## src/rtl/regfile_wb_scheduler.sv

```systemverilog
// Writeback scheduler and scoreboard: round-robin shares the register-file write
// port between ALU/LSU/MDU and stalls issue on RAW/WAW hazards against pending writes.
module regfile_wb_scheduler #(
  parameter int XLEN = 32
) (
  input  logic            clk,
  input  logic            rst_n,
  input  logic            issue_valid,
  input  logic            issue_we,
  input  logic [4:0]      issue_rd,
  input  logic [4:0]      issue_rs1,
  input  logic [4:0]      issue_rs2,
  output logic            issue_stall,
  input  logic            alu_valid,
  input  logic            lsu_valid,
  input  logic            mdu_valid,
  input  logic [4:0]      alu_rd,
  input  logic [4:0]      lsu_rd,
  input  logic [4:0]      mdu_rd,
  input  logic [XLEN-1:0] alu_data,
  input  logic [XLEN-1:0] lsu_data,
  input  logic [XLEN-1:0] mdu_data,
  output logic            alu_ready,
  output logic            lsu_ready,
  output logic            mdu_ready,
  output logic            write_reg,
  output logic [4:0]      dstreg_addr,
  output logic [XLEN-1:0] dstreg_data,
  output logic [31:0]     busy
);

  typedef enum logic [1:0] {
    SRC_ALU = 2'd0,
    SRC_LSU = 2'd1,
    SRC_MDU = 2'd2
  } src_e;

  src_e            ptr_q, ptr_d;
  logic [31:0]     busy_q, busy_d;
  logic            write_reg_q, write_reg_d;
  logic [4:0]      addr_q, addr_d;
  logic [XLEN-1:0] data_q, data_d;

  logic [2:0]      grant_s;
  logic            hs_s;
  logic [4:0]      hs_rd_s;
  logic [XLEN-1:0] hs_data_s;
  logic            issue_set_s;
  logic [31:0]     set_mask_s;
  logic [31:0]     clr_mask_s;

  // Grants are suppressed while reset is asserted so no handshake can complete.
  always_comb begin
    grant_s = 3'b000;
    if (!rst_n) begin
      grant_s = 3'b000;
    end else begin
      case (ptr_q)
        SRC_LSU: begin
          if (lsu_valid)      grant_s = 3'b010;
          else if (mdu_valid) grant_s = 3'b100;
          else if (alu_valid) grant_s = 3'b001;
          else                grant_s = 3'b000;
        end
        SRC_MDU: begin
          if (mdu_valid)      grant_s = 3'b100;
          else if (alu_valid) grant_s = 3'b001;
          else if (lsu_valid) grant_s = 3'b010;
          else                grant_s = 3'b000;
        end
        default: begin
          if (alu_valid)      grant_s = 3'b001;
          else if (lsu_valid) grant_s = 3'b010;
          else if (mdu_valid) grant_s = 3'b100;
          else                grant_s = 3'b000;
        end
      endcase
    end
  end

  assign alu_ready = grant_s[0];
  assign lsu_ready = grant_s[1];
  assign mdu_ready = grant_s[2];
  assign hs_s      = |grant_s;

  always_comb begin
    hs_rd_s   = 5'd0;
    hs_data_s = {XLEN{1'b0}};
    ptr_d     = ptr_q;
    case (grant_s)
      3'b001: begin
        hs_rd_s   = alu_rd;
        hs_data_s = alu_data;
        ptr_d     = SRC_LSU;
      end
      3'b010: begin
        hs_rd_s   = lsu_rd;
        hs_data_s = lsu_data;
        ptr_d     = SRC_MDU;
      end
      3'b100: begin
        hs_rd_s   = mdu_rd;
        hs_data_s = mdu_data;
        ptr_d     = SRC_ALU;
      end
      default: begin
        hs_rd_s   = 5'd0;
        hs_data_s = {XLEN{1'b0}};
        ptr_d     = ptr_q;
      end
    endcase
  end

  assign issue_stall = issue_valid &&
                       (busy_q[issue_rs1] || busy_q[issue_rs2] || (issue_we && busy_q[issue_rd]));
  assign issue_set_s = issue_valid && !issue_stall && issue_we && (issue_rd != 5'd0);

  // Set is applied after clear so a same-cycle collision leaves the bit set.
  always_comb begin
    set_mask_s  = issue_set_s ? (32'd1 << issue_rd) : 32'd0;
    clr_mask_s  = (hs_s && (hs_rd_s != 5'd0)) ? (32'd1 << hs_rd_s) : 32'd0;
    busy_d      = ((busy_q & ~clr_mask_s) | set_mask_s) & ~32'd1;
    write_reg_d = hs_s && (hs_rd_s != 5'd0);
    addr_d      = hs_s ? hs_rd_s : addr_q;
    data_d      = hs_s ? hs_data_s : data_q;
  end

  always_ff @(posedge clk) begin
    if (!rst_n) begin
      ptr_q       <= SRC_ALU;
      busy_q      <= 32'd0;
      write_reg_q <= 1'b0;
      addr_q      <= 5'd0;
      data_q      <= {XLEN{1'b0}};
    end else begin
      ptr_q       <= ptr_d;
      busy_q      <= busy_d;
      write_reg_q <= write_reg_d;
      addr_q      <= addr_d;
      data_q      <= data_d;
    end
  end

  assign write_reg   = write_reg_q;
  assign dstreg_addr = addr_q;
  assign dstreg_data = data_q;
  assign busy        = busy_q;

endmodule

```

## config.mk

```make
export PLATFORM = sky130hd
export DESIGN_NAME = regfile_wb_scheduler
export DESIGN_NICKNAME = d
export VERILOG_FILES = /design/src/rtl/regfile_wb_scheduler.sv
export SDC_FILE = /design/constraint.sdc
export NUM_CORES = 1
export LEC_CHECK = 0
export ABC_AREA = 0
export BUFFER_PORTS_ARGS = -buffer_cell sky130_fd_sc_hd__clkbuf_2
export CORE_MARGIN = 2
export CORE_UTILIZATION = 52
export DETAILED_ROUTE_END_ITERATION = 6
export GPL_ROUTABILITY_DRIVEN = 0
export PLACE_DENSITY = 0.87
export SLEW_MARGIN = 10
export SYNTH_ARGS = -nofsm -noshare
export SYNTH_HDL_FRONTEND = slang
export SYNTH_SLANG_ARGS = --single-unit
```

## constraint.sdc

```tcl
create_clock -name clk -period 7.07 [get_ports clk]
set_input_delay 1.414 -clock clk [delete_from_list [all_inputs] [get_ports clk]]
set_output_delay 1.414 -clock clk [all_outputs]
set_load 0.05 [all_outputs]
```

==> impl_results.md <==
- Layout cells sized above 1: between 40 and 50%
- Design Area, Final: ~6000 um2
- CP arrival: 3.34 ns
- DR vias/cell: roughly 6.5
- Clk_skew: just over 0.006 ns
- Max Root-Sink Buffers: 2
- Residual DRC: 5
- Fmax achieved: about 210 MHz
- Max reg flops: 32
- Unrepaired setup endpoints after global routing: false
- Final min period: 4.758 ns
- Fill cell count: 707
- Cts repair resizes: 0
- Placed Area: approximately 5700 um2
- Antenna fix cells: 0
- Final hold slack: approximately 0.47 ns
- Final period utilization: about 67%
- Power share of the clock group: 33.2%
- Syn. warnings: 0
- Pwr/cell area: between 150 and 200 nW/um2
- Worst-Margin Slew: 1.123 ns
- #FFs+latches synth: just over 70
- Area growth syn-to-layout: 27.04%
- Maximum vdd drop: 0.0001549 V
- Logic pwr share: 29.7%
- FFs w/ async S/R, synth: 0%
- Core area: slightly below 9000 um2
- Final setup viols: 0
- Via count: between 5000 and 6000
- Total CTS buffers: 9
- Synth Instances: between 400 and 500
- Wire length per cell: 19.70 um
- Final #Nets: just over 800
- Post-route ant nets: 0
- CP Launch Type: input pin
- Sequential power share: between 30% and 40%
- Pins Over Slew Limit: 0
- Initial Util: about 53%
- Setup CP Type: in2out
- Slowest stage cell on the critical path: buf_4
- CTS tree: done
- Die Ht: between 90 and 100 um
- Vias in the first global route: around 5100
- First drt pass iteration count: 7
- Main flop type after synthesis: dfxtp_1
- Register Area: about 1400 um2
- NetSw: between 0.0003 and 0.0004 W
- Hold-fix buffers, CTS: 0
- Worst path max stage delay: between 0.5 and 0.6 ns
- Die footprint: 9726 um2
- GRT overflow: 0
- Final WS setup: 2.312 ns
- Antenna violations before repair: 0
- DP HPWL: between 10000 and 15000 um
- Hold Path Class: reg2reg
- Synth Net Count: roughly 630
- CTS H-tree depth: 3
- Setup bufs post-CTS: 0
- Worst relative slew slack: 25.11%
- Clk slew on worst S/H paths: ~0.07 ns
- Switching share of power: between 30% and 40%
- First-pass GRT wire length: 24690 um
- Maxcap violations: 0
- Pre-CTS setup slack: between 2 and 2.5 ns
- Worst setup EP type: output pin
- EDFF count, synth: 0
- Synth Area per Inst: approximately 9.4 um2
- Violated checks: DRC
- Synthesized area: around 4700 um2
- Clk_lat worst skew: about 0.34 ns
- Post-synthesis sequential area ratio: a little under a third
- Crit path max fanout: between 70 and 80
- Row count: 34
- Multi-input gate area: 3018 um2
- I/O pin total: around 210
- Fin. Hold Viols: 0
- CP cell instances: clkbuf_2 -> buf_4 -> o311a_2 -> buf_4 -> clkbuf_2
- Int Pwr: approximately 0.0008 W
- I/O Buffers: ~210
- Detailed Route WL: around 15000 um
- Die width: about 99 um
- 1st-iter DRT viols: 504
- Status: finished with violations
- Post-route setup TNS: 0 ns
- Largest net degree at the start of global routing: 78
- CTS sink cnt: 71
- Root Driver: clkbuf_8
- Overall Global Routing Usage: 31.03%
- Critical Path RT: between 5 and 6 ns
- Synth cell types: 52
- Pleak: about 2.5 nW
## cell usage in the layout (no fill, tap or decap), drive strengths merged, types with 5 or more instances in the layout
cell type / synthesis / routed
clkbuf: 29 / 218
dfxtp: 71 / 71
nor2b: 41 / 41
nand2: 39 / 39
mux2: 35 / 35
a222oi: 32 / 32
and2: 26 / 26
o41ai: 25 / 25
o21ai: 20 / 20
nor2: 17 / 17
mux4: 17 / 17
mux2i: 12 / 12
o31ai: 12 / 12
nand3: 11 / 11
nand4: 7 / 7
a41o: 7 / 7
or2: 7 / 7
buf: 17 / 7
and3: 6 / 6
a211oi: 6 / 6
inv: 5 / 5
a21boi: 5 / 5
## cell type report
class                   count  area share, %
multi-input cells         374          51.03
inverters                   5         0.3173
repair buffers            212          18.30
well taps                 108          2.285
flip-flops and latches     71          24.03
clock buffers              13          2.517
clock inverters             3          1.523
## through the flow
step	utilization, %	power [W]	cells
6_report	67.82	0.001178	786
2_1_floorplan	-	0.0006883	496
3_5_place_dp	64.95	0.0007889	769
3_3_place_gp	64.95	0.0007809	769
5_1_grt	67.82	0.001225	786
4_1_cts	67.69	0.001178	785
## metal layers
metal / global-route usage (%) / part of all wire [%] / up-vias / wire [um]
li1: - / - / 2311 / -
met1: 37.72 / 36 / 2418 / 5596
met4: 13.07 / 2.6 / 0 / 410
met2: 51.75 / 49 / 368 / 7539
met5: 0 / 0 / - / 0
met3: 8.723 / 12 / 40 / 1935
## kinds of logic (layout without fill, tap and decap cells)
group / after synthesis / count (layout) / synth area share [%]
flip-flops: 71 / 71 / 30.53
AO/OA/AOI/OAI: 131 / 131 / 23.62
AND/OR/NAND/NOR: 176 / 176 / 20.69
buffers and inverters: 51 / 233 / 5.267
multiplexers: 64 / 64 / 19.27
other: 1 / 1 / 0.08055
adder cells (fa/ha/maj): 2 / 2 / 0.5374
## power groups by stage
stage | Combinational (W) | Clock, W | Sequential (W)
floorplan | 0.000167 | 0 | 0.000522
global placement | 0.000336 | 0 | 0.000445
detailed placement | 0.000344 | 0 | 0.000445
CTS | 0.000346 | 0.000396 | 0.000437
global route | 0.000371 | 0.000415 | 0.000439
finish | 0.000350 | 0.000391 | 0.000437
## worst paths after layout
check | start | endpoint | slack (ns) | cells after the start
worst max-delay path | rst_n | lsu_ready | 2.31 | 5
worst min-delay path | dstreg_addr[2] | dstreg_addr[2] | 0.47 | 2
worst max register to register | ptr_q[0] | busy[6] | 3.60 | 8
worst min register to register | dstreg_addr[2] | dstreg_addr[2] | 0.47 | 2
## worst max-delay path: cells and delay by family
family / cells / cell delay, ns
buffers and inverters: 4 / 1.40
AOI/OAI and AO/OA: 1 / 0.49
## cell usage after synthesis (5+ instances only)
cell type   n  share of area [%]
a211oi_1    5               0.81
a21boi_0    5               0.81
a222oi_1   32                6.9
a41o_1      7                1.5
and2_1     26                3.5
and3_1      6               0.81
buf_2      10                1.1
clkbuf_1   29                2.3
dfxtp_1    71                 31
inv_1       5               0.40
mux2_2     35                8.5
mux2i_1    12                2.6
mux4_2     17                8.2
nand2_1    39                3.1
nand3_1    11                1.2
nand4_1     7               0.94
nor2_1     17                1.4
nor2b_1    41                5.5
o21ai_0    13                1.4
o21ai_1     6               0.65
o31ai_1    12                1.9
o41ai_1    25                4.7
or2_2       6               0.81
(Power assumes the default switching activity.)
